--- src/rtl/hazard_run_ctrl.sv ---
// Pipeline sequencer for the 5-stage core: load-use stalls, EX redirects,
// debug halt/single-step, operand forwarding and saturating event counters.
module hazard_run_ctrl #(
    parameter int DRAIN_CYCLES = 3,
    parameter int CNT_W        = 16
) (
    input  logic             clk,
    input  logic             rst,
    input  logic [4:0]       id_rs1,
    input  logic [4:0]       id_rs2,
    input  logic             id_use_rs1,
    input  logic             id_use_rs2,
    input  logic [4:0]       ex_rs1,
    input  logic [4:0]       ex_rs2,
    input  logic [4:0]       ex_rd,
    input  logic             ex_mem_read,
    input  logic             ex_redirect,
    input  logic [4:0]       mem_rd,
    input  logic             mem_reg_wr,
    input  logic [4:0]       wb_rd,
    input  logic             wb_reg_wr,
    input  logic             halt_req,
    input  logic             step_req,
    output logic             pc_en,
    output logic             ifid_en,
    output logic             ifid_flush,
    output logic             idex_flush,
    output logic [1:0]       fwd_a,
    output logic [1:0]       fwd_b,
    output logic             halted,
    output logic [CNT_W-1:0] stall_cnt,
    output logic [CNT_W-1:0] flush_cnt,
    output logic [1:0]       dbg_state
);

    localparam logic [1:0] S_RUN    = 2'd0;
    localparam logic [1:0] S_DRAIN  = 2'd1;
    localparam logic [1:0] S_HALTED = 2'd2;
    localparam logic [1:0] S_STEP   = 2'd3;

    localparam int              DC_W    = (DRAIN_CYCLES > 1) ? $clog2(DRAIN_CYCLES) : 1;
    localparam logic [DC_W-1:0] DC_LAST = DC_W'(DRAIN_CYCLES - 1);
    localparam logic [CNT_W-1:0] CNT_MAX = '1;

    logic [1:0]       state_q, state_d;
    logic [DC_W-1:0]  dc_q, dc_d;
    logic [CNT_W-1:0] stall_cnt_q, stall_cnt_d;
    logic [CNT_W-1:0] flush_cnt_q, flush_cnt_d;
    logic             load_use;
    logic             run_like;

    // MEM result is younger than WB, so it wins when both match.
    assign fwd_a = (mem_reg_wr && (mem_rd != 5'd0) && (mem_rd == ex_rs1)) ? 2'b10 :
                   (wb_reg_wr  && (wb_rd  != 5'd0) && (wb_rd  == ex_rs1)) ? 2'b01 : 2'b00;
    assign fwd_b = (mem_reg_wr && (mem_rd != 5'd0) && (mem_rd == ex_rs2)) ? 2'b10 :
                   (wb_reg_wr  && (wb_rd  != 5'd0) && (wb_rd  == ex_rs2)) ? 2'b01 : 2'b00;

    assign load_use = ex_mem_read && (ex_rd != 5'd0) &&
                      ((id_use_rs1 && (ex_rd == id_rs1)) || (id_use_rs2 && (ex_rd == id_rs2)));

    assign run_like = (state_q == S_RUN) || (state_q == S_STEP);

    always_comb begin
        pc_en      = 1'b0;
        ifid_en    = 1'b0;
        ifid_flush = 1'b0;
        idex_flush = 1'b0;
        halted     = 1'b0;
        state_d    = state_q;
        dc_d       = dc_q;
        if (rst) begin
            ifid_flush = 1'b1;
            idex_flush = 1'b1;
        end else begin
            case (state_q)
                S_RUN, S_STEP: begin
                    if (ex_redirect) begin
                        pc_en      = 1'b1;
                        ifid_en    = 1'b1;
                        ifid_flush = 1'b1;
                        idex_flush = 1'b1;
                    end else if (load_use) begin
                        idex_flush = 1'b1;
                    end else begin
                        pc_en   = 1'b1;
                        ifid_en = 1'b1;
                    end
                    // A stalled step keeps the slot open until its instruction issues.
                    if (state_q == S_RUN) begin
                        if (halt_req) begin
                            state_d = S_DRAIN;
                            dc_d    = '0;
                        end
                    end else if (ex_redirect || !load_use) begin
                        state_d = S_DRAIN;
                        dc_d    = '0;
                    end
                end
                S_DRAIN: begin
                    idex_flush = 1'b1;
                    pc_en      = ex_redirect;
                    ifid_flush = ex_redirect;
                    dc_d       = dc_q + 1'b1;
                    if (dc_q == DC_LAST) state_d = S_HALTED;
                end
                default: begin
                    idex_flush = 1'b1;
                    halted     = 1'b1;
                    if (!halt_req)    state_d = S_RUN;
                    else if (step_req) state_d = S_STEP;
                end
            endcase
        end
    end

    always_comb begin
        stall_cnt_d = stall_cnt_q;
        flush_cnt_d = flush_cnt_q;
        if (run_like && load_use && !ex_redirect && (stall_cnt_q != CNT_MAX))
            stall_cnt_d = stall_cnt_q + 1'b1;
        if (ex_redirect && (flush_cnt_q != CNT_MAX))
            flush_cnt_d = flush_cnt_q + 1'b1;
    end

    always_ff @(posedge clk) begin
        if (rst) begin
            state_q     <= S_RUN;
            dc_q        <= '0;
            stall_cnt_q <= '0;
            flush_cnt_q <= '0;
        end else begin
            state_q     <= state_d;
            dc_q        <= dc_d;
            stall_cnt_q <= stall_cnt_d;
            flush_cnt_q <= flush_cnt_d;
        end
    end

    assign stall_cnt = stall_cnt_q;
    assign flush_cnt = flush_cnt_q;
    assign dbg_state = state_q;

endmodule
--- config.mk ---
export PLATFORM = sky130hd
export DESIGN_NAME = hazard_run_ctrl
export DESIGN_NICKNAME = d
export VERILOG_FILES = /design/src/rtl/hazard_run_ctrl.sv
export SDC_FILE = /design/constraint.sdc
export NUM_CORES = 1
export LEC_CHECK = 0
export ABC_AREA = 1
export ABC_CLOCK_PERIOD_IN_PS = 2400
export BUFFER_PORTS_ARGS = -buffer_cell sky130_fd_sc_hd__buf_4
export CAP_MARGIN = 20
export CORE_UTILIZATION = 51
export CTS_CLUSTER_SIZE = 16
export DETAILED_ROUTE_END_ITERATION = 7
export PLACE_DENSITY_LB_ADDON = 0.15
export SYNTH_ARGS = -nofsm -noshare
export SYNTH_HDL_FRONTEND = slang
export SYNTH_SLANG_ARGS = --single-unit
--- constraint.sdc ---
create_clock -name clk -period 2.4 [get_ports clk]
set_input_delay 0.24 -clock clk [delete_from_list [all_inputs] [get_ports clk]]
set_output_delay 0.24 -clock clk [all_outputs]
set_load 0.005 [all_outputs]
==> metrics <==
Synth area leader=dfxtp_1; vias per inst=5.006; Final HPWL DP=4892 um; dpl ws=0.4276 ns; sequential-to-total area share from yosys stat=28.21%; die area=roughly 5300 sq um; PnR worst setup slack=0.3938 ns; fin. max-slew vios=0; die extent in x=72.78 um; fin crit share=83.59%; Site Rows=25; H-tree depth=2; EDFF count, synth=0; Static Leak=1.424 nW; CTS Root Cell=clkbuf_8; Cells after Synth=384; post-CTS setup buffers=0; Area Growth Syn to Fin=30.75%; Reg2Reg Depth=10; syn_area_per_cell=6.654 sq um; # fillers=474; Worst slew margin=slightly above 70%; Layout Utilization=a little over two thirds; Yosys warnings=0; CTS tree=built; # diodes=0; status=finished clean; vias in the first global route=2540; Final ANT Viol Nets=0; hold buffer count at cts=0; Die Ht=72.78 um; critical path type=register to register; Pre-antenna DRT Iters=4; Pwr Density=just over 500 nW/um^2; first-pass GRT wire length=10750 um; startpoint class of the critical path=register; clk buf depth=2; maximum capacitance violations=0; CP required=approximately 2.6 ns; Hold Path Sink=stall_cnt[5]; fin crit period=2.006 ns; total gr overflow=0; Initial Util=53.39%; Hold WC Path Type=input port to register; First DRT Iteration DRCs=104; largest net degree at the start of global routing=21; Worst-path clk slew=0.08 ns; RSZ-0062 raised after global routing=no; WL final=6255 um; Final TNS setup=0 ns; worst-path fanout max=17; hold path start=rst; core area=4786 sq um; total track usage=25.75%; # setup viols final=0; # DRC=0; Worst EP arrival=2.20 ns; top post-synthesis cells by count=nand2_1 (99), inv_1 (41), nor2_1 (41); placed insts=~530; worst-skew pair later-pin latency=0.30 ns; syn nets=435; Syn Std Cell Area=2555 sq um; vias=2708; ys flop type=dfxtp_1; initial antenna violation count=0; post-DR wirelength/cell=11.56 um; Overall Power=roughly 1.7 mW; worst slew pin tran=0.4340 ns; most frequent cell after synthesis=nand2_1; Yosys top cell area share=28.21%; Placed Area=3253 sq um; boundary pin count=88; worst reg2reg endpoint=stall_cnt[6]; worst r2r src=stall_cnt[0]; largest cells by area after synthesis=dfxtp_1 (28%), nand2_1 (15%), xor2_1 (6.2%); ys async rst share=0%; Final nets=524; worst hold margin=0.2855 ns; I/O Buffers=87; Max Clock Freq=around 500 MHz; synth unique cells=36; #FFs+latches synth=36; fraction of layout cells with a size suffix above 1=about 28%; hold path cells=2; GPL Wtd Cong=between 0.8 and 0.9; Num CTS Buffers=5; Post-CTS Resized=0; CP endpoint kind=register; CTS sink count=36; fin cells=541; final-report hold violation count=0; R2R Setup Slk=0.39 ns; Final Instance Area=3341 sq um; Final Skew=0.008887 ns; peak supply drop=0.3064 mV
-- routing by layer --
metal  vias up  share of wire [%]  GRT usage [%]
met5         -                  0              0
met4         0                1.7          8.932
met3        16                5.1          5.801
met2        83                 49          46.94
met1      1198                 44          29.42
li1       1411                  -              -
-- how the worst max path moves through the flow --
stage,from,endpoint,depth (start not counted)
after floorplan,stall_cnt[0],stall_cnt[11],11
after global routing,stall_cnt[0],stall_cnt[6],10
after detailed placement,stall_cnt[0],stall_cnt[6],10
after CTS,stall_cnt[0],stall_cnt[6],10
final,stall_cnt[0],stall_cnt[6],10
after global placement,stall_cnt[0],stall_cnt[2],10
-- worst max-delay path, stage by stage (launching register included) --
cell,delay (ns)
dfxtp_1,0.49
ha_1,0.26
nand3_2,0.14
nor2_4,0.15
nand2_2,0.09
nor2_4,0.10
nand3_2,0.08
nand2_4,0.22
inv_4,0.13
a21oi_1,0.15
nor2_1,0.06
-- flip-flops by register name (all words and copies together), names as in the netlist --
signal	cells
flush_cnt	16
dc_q	2
stall_cnt	16
dbg_state	2
-- cell families after synthesis --
kind of cell	Yosys count	share of synthesized area (%)
compound gates	46	11.36
simple gates	208	36.88
xor+xnor	34	11.66
flops	36	28.21
buf+inv	54	8.962
fa+ha+maj	6	2.938
-- cells in the final DEF, fill, tap and decap left out, types with 2 or more instances in the layout --
cell type  instances
o41ai_1            2
inv_1             41
or2_2              3
a21oi_2           10
clkbuf_8           5
nor3_1            11
nor2_2             2
inv_2              5
o21ai_0           13
nand3_2            2
ha_1               6
xor2_1            18
dfxtp_1           36
nand2_2            9
a21oi_1           15
buf_4             88
nand4_1           10
xnor2_1           16
nand3_1           19
nor2_1            41
nor2_4             2
nor4_1             6
nand2_1           99
clkinv_2           2
-- cell type report --
cell class / instances / area (sq um) / share of cell area [%]
Clock buffer: 5 / 68.82 / 2.060
Timing Repair Buffer: 88 / 660.6 / 19.78
Inverter: 48 / 182.7 / 5.468
Tap cell: 67 / 83.83 / 2.509
Multi-Input combinational cell: 294 / 1605 / 48.05
Sequential cell: 36 / 720.7 / 21.57
Clock inverter: 3 / 18.77 / 0.5618
-- power breakdown --
group / total [mW] / internal (mW) / switching [mW]
combinational: 0.602 / 0.275 / 0.327
clock: 0.441 / 0.202 / 0.238
sequential: 0.662 / 0.635 / 0.0269
total: 1.70 / 1.11 / 0.592
Note: power is estimated with default switching activity, not from simulation.
